$ cat src/rtl/demux_lane_sched.sv
// Round-robin demux from one upstream FIFO into two downstream lanes.
// Popped words land on the granted lane two clocks after pop.
module demux_lane_sched (
  input  logic       clk,
  input  logic       reset,
  input  logic       enable,
  input  logic       fifo_empty,
  input  logic [7:0] fifo_data,
  output logic       pop,
  input  logic       lane_full0,
  input  logic       lane_full1,
  output logic [7:0] dataOut0,
  output logic [7:0] dataOut1,
  output logic       validOut0,
  output logic       validOut1,
  output logic [1:0] state,
  output logic [7:0] sent0,
  output logic [7:0] sent1
);

  localparam int unsigned DW = 8;

  typedef enum logic [1:0] {
    IDLE   = 2'b00,
    ACTIVE = 2'b01,
    STALL  = 2'b10
  } state_e;

  state_e        state_q;
  logic          rr_q;
  logic          pend_q;
  logic          sel_q;
  logic [DW-1:0] data0_q, data1_q;
  logic          valid0_q, valid1_q;
  logic [DW-1:0] sent0_q, sent1_q;

  logic [1:0]    full;
  logic          gnt_ok;
  logic          gnt;

  // Grant prefers the round-robin lane, falls back to the other one.
  always_comb begin
    full   = {lane_full1, lane_full0};
    gnt_ok = ~(lane_full0 & lane_full1);
    gnt    = full[rr_q] ? ~rr_q : rr_q;
    pop    = reset & enable & ~fifo_empty & gnt_ok & (state_q != IDLE);
  end

  always_ff @(posedge clk) begin
    if (!reset) begin
      state_q  <= IDLE;
      rr_q     <= 1'b0;
      pend_q   <= 1'b0;
      sel_q    <= 1'b0;
      data0_q  <= '0;
      data1_q  <= '0;
      valid0_q <= 1'b0;
      valid1_q <= 1'b0;
      sent0_q  <= '0;
      sent1_q  <= '0;
    end else begin
      // In-flight word is delivered regardless of enable or lane_full.
      valid0_q <= pend_q & ~sel_q;
      valid1_q <= pend_q & sel_q;
      if (pend_q && !sel_q) begin
        data0_q <= fifo_data;
        sent0_q <= sent0_q + DW'(1);
      end
      if (pend_q && sel_q) begin
        data1_q <= fifo_data;
        sent1_q <= sent1_q + DW'(1);
      end

      pend_q <= pop;
      if (pop) begin
        sel_q <= gnt;
        rr_q  <= ~gnt;
      end

      case (state_q)
        IDLE: begin
          if (enable) state_q <= ACTIVE;
        end
        ACTIVE: begin
          if (!enable)                                        state_q <= IDLE;
          else if (!fifo_empty && lane_full0 && lane_full1)   state_q <= STALL;
        end
        STALL: begin
          if (!enable)                                        state_q <= IDLE;
          else if (!lane_full0 || !lane_full1)                state_q <= ACTIVE;
        end
        default: state_q <= IDLE;
      endcase
    end
  end

  assign dataOut0  = data0_q;
  assign dataOut1  = data1_q;
  assign validOut0 = valid0_q;
  assign validOut1 = valid1_q;
  assign state     = state_q;
  assign sent0     = sent0_q;
  assign sent1     = sent1_q;

endmodule

$ cat config.mk
export PLATFORM = sky130hd
export DESIGN_NAME = demux_lane_sched
export DESIGN_NICKNAME = d
export VERILOG_FILES = /design/src/rtl/demux_lane_sched.sv
export SDC_FILE = /design/constraint.sdc
export NUM_CORES = 1
export LEC_CHECK = 0
export ABC_AREA = 1
export ABC_CLOCK_PERIOD_IN_PS = 1400
export CAP_MARGIN = 20
export CORE_ASPECT_RATIO = 1.75
export CORE_MARGIN = 3
export CORE_UTILIZATION = 50
export DETAILED_ROUTE_END_ITERATION = 8
export DONT_BUFFER_PORTS = 1
export SETUP_SLACK_MARGIN = 0.4
export SLEW_MARGIN = 15
export SYNTH_ARGS = -nofsm -noshare
export SYNTH_HDL_FRONTEND = slang
export SYNTH_SLANG_ARGS = --single-unit
$ cat constraint.sdc
create_clock -name clk -period 1.4 [get_ports clk]
set_input_delay 0.21 -clock clk [delete_from_list [all_inputs] [get_ports clk]]
set_output_delay 0.21 -clock clk [all_outputs]
set_load 0.03 [all_outputs]
==> flow_metrics.py, run 1 <==
metrics = {
    "status": {
        "status": "finished clean",
    },
    "synthesis": {
        "synth.area.top_cells": "dfxtp_1 50%, nor2_1 14%, nand2_1 8.2%",
        "synthesis.nets": 230,
        "ys_seq_area_frac": 0.5032,
        "ys_warn_count": 0,
        "yosys.area.top_type": "dfxtp_1",
        "netlist.area_leader.share": 0.5032,
        "ys_ff_latch": 39,
        "synthDistinctLibCells": 19,
        "synthCells": 214,
        "syn_area_per_cell_um2": 7.250,
        "syn_area_um2": 1551,
    },
    "timing": {
        "drv_slew": 0,
        "setup_viol": 0,
        "worst_slew_pin_slew_ns": 0.2223,
        "grt_setup_unrepaired": "yes",
        "fmax_ghz": 0.7834,
        "fin_worst_skew_ns": 0.006132,
        "relSlewSlack": 0.8518,
        "fin_crit_ns": 1.277,
        "finalCritPeriodShare": 0.9118,
        "hold_viol_final": 0,
        "fin_tns_setup_ns": 0,
    },
    "cells_and_area": {
        "final_cell_mix": "51 x nor2_1, 25 x nand2_1, 24 x dfxtp_2",
        "syn_to_final_growth_pct": 39.44,
        "post-route-util": 0.7308,
        "drive_gt1_frac": 0.4599,
        "fillers": 216,
        "diodes": 0,
        "design_area_um2": 2163,
        "fin_nets": 252,
        "mostFrequentLayoutCell": "nor2_1",
    },
    "global_route": {
        "grt_max_degree": 32,
        "grt_pass1_wl_um": 5782,
        "grt_pass1_vias": 1400,
        "antenna_found_initial": 0,
        "grt_remaining_overflow": 0,
        "grt_usage": 0.2103,
    },
    "setup_path": {
        "setup.worst_path.class": "reg2reg",
        "cp.required_ns": 1.57,
        "crit_path_end_kind": "flop",
        "arrival_ns": 1.45,
        "critPathLaunchType": "flop",
        "cp_max_fo": 4,
    },
    "floorplanning": {
        "core.rowCount": 26,
        "die_height_um": 79.69,
        "fp.dieW_um": 48.11,
        "start_util": 0.5241,
        "core_area_um2": 2960,
        "die_area_um2": 3834,
        "ios": 51,
    },
    "power_and_ir_drop": {
        "power.internal_mw": 1.490,
        "leakagePower_nw": 0.8459,
        "power-per-cell-area_nw_per_um2": 890.3,
        "netSwitchingPower_uw": 436.4,
        "seqPwrFrac": 0.589,
        "clockPowerShare": 0.366,
        "peakVddDrop_uv": 851.5,
        "p_total_mw": 1.926,
        "swShare": 0.2266,
        "comb_power_share": 0.045,
    },
    "worst_hold_path": {
        "hp-class": "in2reg",
    },
    "cts": {
        "clock-root-buffer": "clkbuf_8",
        "cts_tree": "done",
        "cts.hold.buffers_added": 0,
        "clk_latency_ns": 0.28,
        "clk_path_buf_depth": 2,
        "cts.sinks": 39,
        "cts_buffers": 5,
        "htreeDepth": 2,
        "clk_pin_slew_ns": 0.07,
    },
    "placed_design": {
        "dpl.hpwl_um": 2449,
        "place_area_um2": 1705,
        "gp_congestion": 0.6977,
        "port_buffers": 0,
    },
    "routing": {
        "ant_nets": 0,
        "first_pass_iters": 4,
        "vias": 1410,
        "wl_per_cell_um": 13.14,
        "drt-total-wl_um": 3667,
        "via_per_inst": 5.054,
        "drt_iter0_markers": 16,
        "drc": 0,
    },
    "run": {
        "cap_violations": 0,
    },
}
[power by group through the flow]
stage	Combinational, mW	Clock, mW	Sequential (mW)
after floorplan	0.0566	0	1.17
after global placement	0.0550	0	1.17
after detailed placement	0.0572	0	1.17
after CTS	0.0668	0.734	1.14
after global routing	0.0984	0.769	1.14
final	0.0866	0.705	1.13
[final timing paths]
kind            start           to  slack (ns)  cells past startpoint
max          state[1]        sel_q        0.12                      8
min             reset  dataOut1[1]        0.02                      2
max reg2reg  state[1]        sel_q        0.12                      8
min reg2reg      rr_q         rr_q        0.51                      2
[logic make-up (layout without fill, tap and decap cells)]
logic type,count (synthesis),after routing,synth area share
AND/OR/NAND/NOR,107,107,0.2847
flip-flops,39,39,0.5032
AO/OA/AOI/OAI,34,34,0.1097
buffers and inverters,30,53,0.07500
adder cells (fa/ha/maj),2,2,0.01613
XOR/XNOR,2,2,0.01129
[registers in the layout (all words and copies together) (netlist names)]
| signal | cells |
|---|---|
| pend_q | 1 |
| validOut0 | 1 |
| sel_q | 1 |
| validOut1 | 1 |
| state | 2 |
| sent1 | 8 |
| sent0 | 8 |
| rr_q | 1 |
| dataOut0 | 8 |
| dataOut1 | 8 |
[through the flow]
stage	std cells	worst slack, ns	hold WS, ns
finish	279	0.1235	0.02302
global route	279	0.06522	0.01047
CTS	273	0.05043	0.01729
detailed placement	256	0.07414	0.3136
global placement	256	0.1326	0.3123
floorplan	214	0.3275	0.3727
[layer usage]
metal | vias to the layer above | GRT usage | routed length [µm]
li1 | 716 | - | -
met1 | 646 | 0.2163 | 1342
met5 | - | 0 | 0
met3 | 8 | 0.08126 | 248
met4 | 0 | 0.08356 | 56
met2 | 40 | 0.3581 | 2019
[worst max-delay path, cell delays in order, from the launching register on]
cell	delay [ns]
dfxtp_4	0.39
nor2_4	0.14
nor2_4	0.05
buf_6	0.11
buf_4	0.12
buf_4	0.12
buf_6	0.10
nand3b_1	0.08
a21oi_1	0.06
[cells in the mapped netlist, drive strengths merged]
library cell	instances
a21oi	9
buf	1
clkbuf	4
clkinv	2
dfxtp	39
ha	2
inv	23
nand2	34
nand3	10
nand3b	1
nand4	3
nor2	58
nor3	1
o21ai	25
xor2	2
[cell type report]
type | instances | area, µm² | area share
multi-input combinational | 145 | 872.1 | 0.4031
sequential | 39 | 863.3 | 0.3991
timing repair buffer | 20 | 187.7 | 0.08676
inverter | 25 | 106.4 | 0.04916
clock buffer | 7 | 76.32 | 0.03528
tap | 42 | 52.55 | 0.02429
clock inverter | 1 | 5.005 | 0.002313
[repair_timing]
action	4_1_cts	5_1_grt
endpoints found under the setup margin	55	39
buffers inserted	9	6
pin swaps	16	12
gates resized for setup	56	55
Power figures use the tool's default switching activity.
==> run 2: changes to the inputs <==
--- a/config.mk
+++ b/config.mk
@@ -13,6 +13,7 @@
 export CORE_UTILIZATION = 50
 export DETAILED_ROUTE_END_ITERATION = 8
 export DONT_BUFFER_PORTS = 1
+export PLACE_DENSITY_LB_ADDON = 0.15
 export SETUP_SLACK_MARGIN = 0.4
 export SLEW_MARGIN = 15
 export SYNTH_ARGS = -nofsm -noshare
==> flow_metrics.py, run 2 (same netlist as run 1, synthesis figures left out) <==
metrics = {
    "timing": {
        "finalWorstSetupSlack_ns": 0.1148,
        "fin_worst_skew_ns": 0.003478,
        "fin_crit_ns": 1.285,
        "relSlewSlack": 0.8384,
        "grt_setup_unrepaired": "yes",
        "worst_slew_pin_slew_ns": 0.2398,
        "fin_tns_setup_ns": 0,
        "fmax_ghz": 0.7781,
        "hold_viol_final": 0,
        "setup_viol": 0,
        "drv_slew": 0,
        "finalCritPeriodShare": 0.9180,
    },
    "power_and_ir_drop": {
        "clockPowerShare": 0.366,
        "netSwitchingPower_uw": 436.1,
        "p_total_mw": 1.924,
        "comb_power_share": 0.046,
        "swShare": 0.2266,
        "power.internal_mw": 1.488,
        "seqPwrFrac": 0.588,
        "leakagePower_nw": 0.8695,
        "power-per-cell-area_nw_per_um2": 890.0,
        "peakVddDrop_uv": 824.8,
    },
    "floorplanning": {
        "start_util": 0.5241,
        "die_area_um2": 3834,
        "fp.dieW_um": 48.11,
        "die_height_um": 79.69,
        "core.rowCount": 26,
        "core_area_um2": 2960,
        "ios": 51,
    },
    "cells_and_area": {
        "mostFrequentLayoutCell": "nor2_1",
        "syn_to_final_growth_pct": 39.35,
        "design_area_um2": 2162,
        "drive_gt1_frac": 0.4435,
        "final_cells": 281,
        "final_cell_mix": "51 x nor2_1, 29 x nand2_1, 23 x dfxtp_2",
        "diodes": 0,
        "fin_nets": 254,
        "multiInputGateArea_um2": 845.8,
        "fillers": 220,
        "seqCellArea_um2": 865.8,
    },
    "cts": {
        "clk_pin_slew_ns": 0.07,
        "clk_latency_ns": 0.28,
        "clk_path_buf_depth": 2,
        "cts_buffers": 5,
        "clock-root-buffer": "clkbuf_8",
        "cts_tree": "done",
        "htreeDepth": 2,
        "cts.sinks": 39,
    },
    "routing": {
        "via_per_inst": 5.096,
        "first_pass_iters": 4,
        "vias": 1432,
        "ant_nets": 0,
        "drt_iter0_markers": 41,
        "drc": 0,
        "wl_per_cell_um": 12.96,
        "drt-total-wl_um": 3641,
    },
    "global_route": {
        "grt_pass1_vias": 1356,
        "grt_usage": 0.2071,
        "antenna_found_initial": 0,
        "grt_max_degree": 32,
        "grt_remaining_overflow": 0,
        "grt_pass1_wl_um": 5727,
    },
    "setup_path": {
        "arrival_ns": 1.08,
        "setup.worst_path.class": "reg2out",
        "cp.required_ns": 1.19,
        "critPathLaunchType": "flop",
        "crit_path_end_kind": "output port",
        "cp_max_fo": 4,
    },
    "placed_design": {
        "dpl.hpwl_um": 2484,
        "port_buffers": 0,
        "place_area_um2": 1713,
        "dp_slack_ns": 0.1272,
        "gp_congestion": 0.7486,
        "dp.cells": 257,
    },
    "status": {
        "status": "finished clean",
    },
    "worst_hold_path": {
        "hp-class": "in2reg",
    },
    "run": {
        "cap_violations": 0,
    },
}
[run 2: cell types whose count changed in the layout (fill, tap and decap cells not counted), sizes merged]
cell    change
buf         +2
clkinv      +1
inv         -1
[run 2: worst paths after layout]
path	slack (ns)	cells after the start	end	start
max	0.11	4	pop	state[0]
min	0.02	2	dataOut1[6]	reset
max reg2reg	0.13	8	sel_q	state[0]
min reg2reg	0.50	2	rr_q	rr_q
[run 2: area by class of cell]
cell class              count  area share
repair buffers             22     0.09375
clock buffers               7     0.03530
clock inverters             1    0.002315
inverters                  25     0.05266
well taps                  42     0.02431
multi-input cells         145      0.3912
flip-flops and latches     39      0.4005
[run 2: critical path, cell delays in order, from the launching register on]
cell and delay (ns):
dfxtp_4 0.43, nor2_4 0.06, nor2_4 0.10, nand2_2 0.09, inv_4 0.11
[run 2: per-stage QoR]
step	hold WS (ns)	util
floorplan	0.3727	-
global placement	0.3152	0.5786
detailed placement	0.3190	0.5786
CTS	0.02383	0.6784
global route	0.01654	0.7303
finish	0.02275	0.7303
[run 2: metal layers]
metal / vias to the layer above / GRT usage / share of wire
met5: - / 0 / 0
met4: 0 / 0.06469 / 0.0047
met3: 2 / 0.1038 / 0.073
met2: 39 / 0.3700 / 0.57
met1: 665 / 0.1889 / 0.35
li1: 726 / - / -
[run 2: power groups by stage]
| stage | logic [mW] | registers (mW) | clock network, mW |
|---|---|---|---|
| 4_1_cts | 0.0691 | 1.13 | 0.729 |
| 3_5_place_dp | 0.0592 | 1.17 | 0 |
| 5_1_grt | 0.0984 | 1.13 | 0.775 |
| 3_3_place_gp | 0.0554 | 1.17 | 0 |
| 2_1_floorplan | 0.0566 | 1.17 | 0 |
| 6_report | 0.0877 | 1.13 | 0.705 |
[run 2: timing repair]
item,in CTS,in global routing
setup buffers,10,6
resized for setup,59,51
pin swaps,11,18
hold buffers,0,0
endpoints found under the setup margin,57,42
